<file path="src/rtl/seg_display_sched_if.sv">
// Source-side bundle for the shared seven-segment display: per-source requests
// and values in, selected owner, value and blank strobe out.
interface seg_display_sched_if #(
  parameter int W = 13
);
  logic [2:0]   req;
  logic [W-1:0] val0;
  logic [W-1:0] val1;
  logic [W-1:0] val2;
  logic [2:0]   grant;
  logic [W-1:0] value;
  logic         blank;
  logic         switch;

  modport master (output req, val0, val1, val2, input grant, value, blank, switch);
  modport slave  (input req, val0, val1, val2, output grant, value, blank, switch);
endinterface

</file>
<file path="src/rtl/seg_display_sched.sv">
// Round-robin owner scheduler for the shared 4-digit display, with minimum dwell,
// source-0 preemption and a blanked settle window after every owner change.
module seg_display_sched #(
  parameter int W      = 13,
  parameter int HOLD   = 64,
  parameter int SETTLE = 4
) (
  input  logic                dclk18,
  input  logic                rst,
  seg_display_sched_if.slave  bus
);
  typedef enum logic [1:0] {S_IDLE, S_SETTLE, S_SHOW} state_t;

  localparam logic [3:0] SET_LAST = 4'(SETTLE - 1);
  localparam logic [7:0] HOLD8    = 8'(HOLD);

  state_t            state, state_n;
  logic [1:0]        owner, owner_n, last, last_n;
  logic [3:0]        settle_cnt, settle_n;
  logic [7:0]        dwell_cnt, dwell_n;
  logic [2:0][W-1:0] vals;
  logic [1:0]        refi, drop_pick, rot_pick;
  logic [2:0]        others;

  assign vals = {bus.val2, bus.val1, bus.val0};

  // First set bit of m, scanning from (r0+1) mod 3; falls back to r0 itself.
  function automatic logic [1:0] rr(input logic [1:0] r0, input logic [2:0] m);
    logic [1:0] a, b;
    case (r0)
      2'd0:    begin a = 2'd1; b = 2'd2; end
      2'd1:    begin a = 2'd2; b = 2'd0; end
      default: begin a = 2'd0; b = 2'd1; end
    endcase
    if (m[a])      return a;
    else if (m[b]) return b;
    else           return r0;
  endfunction

  // Source 0 wins any fresh pick; a dwell rotation only looks at the others.
  assign refi      = (state == S_IDLE) ? last : owner;
  assign drop_pick = bus.req[0] ? 2'd0 : rr(refi, bus.req);
  assign others    = bus.req & ~(3'b001 << owner);
  assign rot_pick  = rr(owner, others);

  always_comb begin
    state_n  = state;
    owner_n  = owner;
    last_n   = last;
    settle_n = settle_cnt;
    dwell_n  = dwell_cnt;
    case (state)
      S_IDLE:
        if (|bus.req) begin
          state_n = S_SETTLE; owner_n = drop_pick; settle_n = '0;
        end
      S_SETTLE:
        if (!bus.req[owner]) begin
          if (|bus.req) begin
            owner_n = drop_pick; settle_n = '0;
          end else begin
            state_n = S_IDLE; last_n = owner;
          end
        end else if (settle_cnt == SET_LAST) begin
          state_n = S_SHOW; dwell_n = '0;
        end else begin
          settle_n = settle_cnt + 4'd1;
        end
      S_SHOW: begin
        dwell_n = (dwell_cnt == HOLD8) ? dwell_cnt : dwell_cnt + 8'd1;
        if (!bus.req[owner]) begin
          if (|bus.req) begin
            state_n = S_SETTLE; owner_n = drop_pick; settle_n = '0;
          end else begin
            state_n = S_IDLE; last_n = owner;
          end
        end else if (bus.req[0] && owner != 2'd0) begin
          state_n = S_SETTLE; owner_n = 2'd0; settle_n = '0;
        end else if (dwell_cnt == HOLD8 && |others) begin
          state_n = S_SETTLE; owner_n = rot_pick; settle_n = '0;
        end
      end
      default: state_n = S_IDLE;
    endcase
  end

  always_ff @(posedge dclk18) begin
    if (rst) begin
      state      <= S_IDLE;
      owner      <= 2'd0;
      last       <= 2'd2;
      settle_cnt <= '0;
      dwell_cnt  <= '0;
      bus.grant  <= 3'b000;
      bus.value  <= '0;
      bus.blank  <= 1'b1;
      bus.switch <= 1'b0;
    end else begin
      state      <= state_n;
      owner      <= owner_n;
      last       <= last_n;
      settle_cnt <= settle_n;
      dwell_cnt  <= dwell_n;
      bus.grant  <= (state_n == S_IDLE) ? 3'b000 : (3'b001 << owner_n);
      bus.value  <= (state_n == S_IDLE) ? '0 : vals[owner_n];
      bus.blank  <= (state_n != S_SHOW);
      bus.switch <= (state_n != S_IDLE) && ((state == S_IDLE) || (owner_n != owner));
    end
  end
endmodule

</file>
<file path="src/flat_wrapper.sv">
// flat-port wrapper written by rule: the top's interface ports become plain ports
module seg_display_sched_flat 
#(
  parameter int W      = 13,
  parameter int HOLD   = 64,
  parameter int SETTLE = 4
)
  (dclk18, rst, bus_req, bus_val0, bus_val1, bus_val2, bus_grant, bus_value, bus_blank, bus_switch);
  seg_display_sched_if #(.W(W)) bus_i ();
  input  logic dclk18;
  input  logic rst;
  input wire logic [$bits(bus_i.req)-1:0] bus_req;
  input wire logic [$bits(bus_i.val0)-1:0] bus_val0;
  input wire logic [$bits(bus_i.val1)-1:0] bus_val1;
  input wire logic [$bits(bus_i.val2)-1:0] bus_val2;
  output wire logic [$bits(bus_i.grant)-1:0] bus_grant;
  output wire logic [$bits(bus_i.value)-1:0] bus_value;
  output wire logic [$bits(bus_i.blank)-1:0] bus_blank;
  output wire logic [$bits(bus_i.switch)-1:0] bus_switch;
  assign bus_i.req = bus_req;
  assign bus_i.val0 = bus_val0;
  assign bus_i.val1 = bus_val1;
  assign bus_i.val2 = bus_val2;
  assign bus_grant = bus_i.grant;
  assign bus_value = bus_i.value;
  assign bus_blank = bus_i.blank;
  assign bus_switch = bus_i.switch;
  seg_display_sched #(.W(W), .HOLD(HOLD), .SETTLE(SETTLE)) u_core (.dclk18(dclk18), .rst(rst), .bus(bus_i));
endmodule
</file>
<file path="config.mk">
export PLATFORM = sky130hd
export DESIGN_NAME = seg_display_sched_flat
export DESIGN_NICKNAME = d
export VERILOG_FILES = /design/src/rtl/seg_display_sched_if.sv /design/src/rtl/seg_display_sched.sv /design/src/flat_wrapper.sv
export SDC_FILE = /design/constraint.sdc
export NUM_CORES = 1
export LEC_CHECK = 0
export ABC_AREA = 1
export BUFFER_PORTS_ARGS = -buffer_cell sky130_fd_sc_hd__buf_2
export CAP_MARGIN = 40
export CORE_ASPECT_RATIO = 1.2
export CORE_MARGIN = 5
export CORE_UTILIZATION = 53
export CTS_CLUSTER_SIZE = 8
export DETAILED_ROUTE_END_ITERATION = 6
export PLACE_DENSITY_LB_ADDON = 0.25
export SLEW_MARGIN = 10
export SYNTH_ARGS = -nofsm -noshare
export SYNTH_HDL_FRONTEND = slang
export SYNTH_SLANG_ARGS = --single-unit
export TNS_END_PERCENT = 10
</file>
<file path="constraint.sdc">
create_clock -name dclk18 -period 2.45 [get_ports dclk18]
set_input_delay 0 -clock dclk18 [delete_from_list [all_inputs] [get_ports dclk18]]
set_output_delay 0 -clock dclk18 [all_outputs]
set_load 0.02 [all_outputs]
</file>
==> impl_metrics.yaml <==
setup_path:
  regToRegStartpoint: "u_core.state[0]"
  path_max_fanout: 8
  r2r-end: "u_core.bus.value[9]"
  worst-setup-path-type: "flip-flop to flip-flop"
  crit_start: "u_core.state[0]"
  start_kind: "flip-flop"
  worst-endpoint-required_ns: 2.63
  reg2reg_depth: 18
  crit_path_top_delay_cell: "dfxtp_2"
  timing.critical_path.buf_inv: 3
  timing.reg2reg.setup_slack_ns: -0.08
  path_cells: "inv_2 > ha_4 > nand2_2 > inv_2 > nor2_4 > nand3_2 > nand3_2 > nand2_1 > nand2_1 > nand2_1 > nand2_2 > nand2_2 > a21oi_2 > nand2_2 > nand2_4 > clkinvlp_4 > nand3_2 > nand3_2"
  timing.critical_path.max_delay_family: "simple AND/OR/NAND/NOR gates"
  endpoint_kind: "flip-flop"
  critPathCapture: "u_core.bus.value[9]"
  critical-path-max-stage-delay_ns: 0.37
  critical_path_depth: 18
  arrival_ns: 2.71
finish:
  drive_gt1_share_pct: 31.2
  syn_to_final_growth_pct: 43.7
  layout.cell_area.non_filler_um2: 3300
  finalNetCount: 502
  n_antenna_cell: 0
  postLayoutCoreUtil_pct: 78.1
power_and_ir_drop:
  power-per-cell-area_nw_per_um2: 554
  report.power.total_uw: 1830
  p_leak_uw: 0.00161
  peakVddDrop_mv: 0.414
floorplan:
  fp.dieArea_um2: 5760
  initial_utilization_pct: 54.3
  dieWidth_um: 70.1
  floorplan.rows: 26
  ios: 62
  core_area_um2: 4230
  dieHeight_um: 82.1
synthesis:
  syn_avg_cell_area_um2: 6.74
  sequential_to_total_area_share_from_yosys_stat_pct: 31.4
  post_synth_instance_area_um2: 2300
  ys_warn_count: 0
  synth_seq_cells: 36
  syn_inst: 341
  synth_cell_types: 31
  postSynthNetCount: 392
sta:
  max_slew.worst_pin.slew_ns: 0.432
  drv_slew: 0
  timing.clock.skew_ns: 0.00929
  slew_hr_pct: 71.0
  finalSetupViolCount: 8
  timing.final.ws_setup_ns: -0.0816
  fmax_ghz: 0.395
  hold_ws_ns: 0.0368
  rsz0062_at_grt: "yes"
  timing_hold_violations_final: 0
  layout_worst_path_cycle_share_pct: 103
  finalWorstPathRequiredPeriod_ns: 2.53
run:
  drv.max_cap_violation_count: 0
routing:
  detailroute.via_count: 2840
  vias_per_instance: 5.59
  routed_wirelength_mm: 8.28
  detailedRoute.firstIterationViolations: 265
  postRouteAntennaNets: 0
  detail_route.wl_per_cell_um: 16.3
  detailedRoute.firstPassIterationCount: 5
  drc: 0
global_route:
  antenna_found_initial: 0
  grt_pass1_vias: 2813
  gr-usage-all-layers_pct: 27.2
  wire_length_of_the_first_global_routing_pass_mm: 12.6
  grt_max_degree: 29
  grt_remaining_overflow: 0
placed_design:
  gpl.final_weighted_congestion: 0.944
  hpwlAfterDp_mm: 4.31
  dpl-instance-area_um2: 2670
  io_buffer_count: 61
  preCtsSetupSlack_ns: -0.127
clocking:
  clock_sink_count: 36
  cts_inserted_buffers: 5
  clk_path_buf_depth: 2
  clk_latency_ns: 0.30
  cts_tree: "yes"
  clkTransAtPathRegs_ns: 0.07
  clock_tree.htree_level_count: 2
  ctsRootBufferMaster: "clkbuf_8"
run_status:
  violations: "setup timing"
  status: "complete, but fails checks"
hold_path:
  worstHoldPathType: "input pin to flip-flop"
  min_path_cells: 2
## stage by stage
stage | instances | setup TNS [ns]
finish | 508 | -0.458
global route | 508 | -1.94
CTS | 503 | 0
detailed placement | 455 | -1.58
global placement | 455 | 0
floorplan | 341 | 0
## synth_stat cells
cell type   n  area (um2)
a211oi_1    2        15.0
a21oi_1    12        60.1
a21oi_2     1        8.76
a21oi_4     1        16.3
a221oi_1    1        8.76
buf_2       2        10.0
buf_4       4        30.0
buf_6       4        45.0
clkbuf_1    1        3.75
clkbuf_4    1        7.51
dfxtp_1    36         721
ha_1        7        87.6
inv_1      43         161
inv_2       3        11.3
inv_4       1        6.26
nand2_1    68         255
nand2_2    10        62.6
nand2_4     1        11.3
nand3_1    73         365
nand3_2     7        70.1
nor2_1     24        90.1
nor2_2      1        6.26
nor2_4      4        45.0
nor3_1      7        35.0
nor3b_1     4        30.0
o211ai_1    1        7.51
o21a_1      1        7.51
o21ai_0    11        55.1
o21ai_1     6        30.0
o21ai_2     3        26.3
xor2_1      1        8.76
## layout by cell type (no fill, tap or decap), types with 3 or more instances in the layout
| master | netlist | layout |
|---|---|---|
| a21oi_1 | 12 | 11 |
| buf_2 | 2 | 61 |
| buf_4 | 4 | 12 |
| clkbuf_8 | 0 | 6 |
| dfxtp_1 | 36 | 34 |
| dlygate4sd3_1 | 0 | 39 |
| ha_1 | 7 | 6 |
| inv_1 | 43 | 39 |
| inv_2 | 3 | 6 |
| nand2_1 | 68 | 64 |
| nand2_2 | 10 | 13 |
| nand3_1 | 73 | 62 |
| nand3_2 | 7 | 18 |
| nor2_1 | 24 | 23 |
| nor2_4 | 4 | 4 |
| nor3_1 | 7 | 6 |
| nor3b_1 | 4 | 4 |
| o21ai_0 | 11 | 11 |
| o21ai_1 | 6 | 6 |
| o21ai_2 | 3 | 3 |
## final cells by class
| type | instances | area [um2] |
|---|---|---|
| Clock buffer | 6 | 82.6 |
| Tap cell | 56 | 70.1 |
| Sequential cell | 36 | 723 |
| Timing Repair Buffer | 114 | 826 |
| Timing Repair inverter | 1 | 7.51 |
| Clock inverter | 2 | 13.8 |
| Inverter | 47 | 183 |
| Multi-Input combinational cell | 246 | 1400 |
| Fill cell | 254 | 927 |
## cell families (layout without fill, tap and decap cells)
kind of cell	count (synthesis)	after routing	share of synthesized area (%)
xor gates and xnor gates	1	1	0.381
AOI/OAI and AO/OA	39	39	10.2
and+or+nand+nor	199	199	42.2
buffers and inverters	59	170	12.0
adders and majority gates	7	7	3.81
DFF	36	36	31.4
## per-layer routing
metal  global-route usage [%]  up-vias  routed length [um]
met2                     49.6      186                3910
met5                        0        -                   0
met3                     9.69       35                 956
met1                     28.6     1289                3130
li1                         -     1330                   -
met4                     11.7        0                 283
## worst reg2reg max path, cell delays in order, from the launching register on
cell and delay [ns]:
dfxtp_2 0.37, inv_2 0.07, ha_4 0.20, nand2_2 0.08, inv_2 0.05, nor2_4 0.20, nand3_2 0.14, nand3_2 0.10
nand2_1 0.05, nand2_1 0.07, nand2_1 0.08, nand2_2 0.09, nand2_2 0.05, a21oi_2 0.16, nand2_2 0.10, nand2_4 0.13
clkinvlp_4 0.26, nand3_2 0.16, nand3_2 0.08
## where the power goes
group	switching [uW]	leakage [uW]	internal, uW
clock	236	0.0000516	230
sequential	29.4	0.000295	640
combinational	435	0.00126	260
total	700	0.00161	1130
## registers in the layout, indices dropped and copies added (netlist names)
register           cells
u_core.dwell_cnt       8
u_core.settle_cnt      4
u_core.owner           2
u_core.state           2
u_core.bus.grant       3
u_core.bus.switch      1
u_core.last            2
u_core.bus.value      13
u_core.bus.blank       1
## repair_timing
action	4_1_cts	5_1_grt
cloned	1	0
endpoints found under the setup margin	15	18
hold buffers	39	0
pin swaps	1	11
hold endpoints to repair	13	0
buffers inserted	0	5
gates resized for setup	5	23
## worst min-delay path by stage
stage,from,end,slack [ns]
2_1_floorplan,bus_val0[10],u_core.bus.value[10],0.14
3_3_place_gp,bus_val1[11],u_core.bus.value[11],0.23
3_5_place_dp,bus_val1[3],u_core.bus.value[3],0.24
4_1_cts,rst,u_core.owner[1],0.02
5_1_grt,rst,u_core.dwell_cnt[1],0.06
6_report,rst,u_core.owner[1],0.04
No activity file was read; power rests on OpenSTA's default activity.
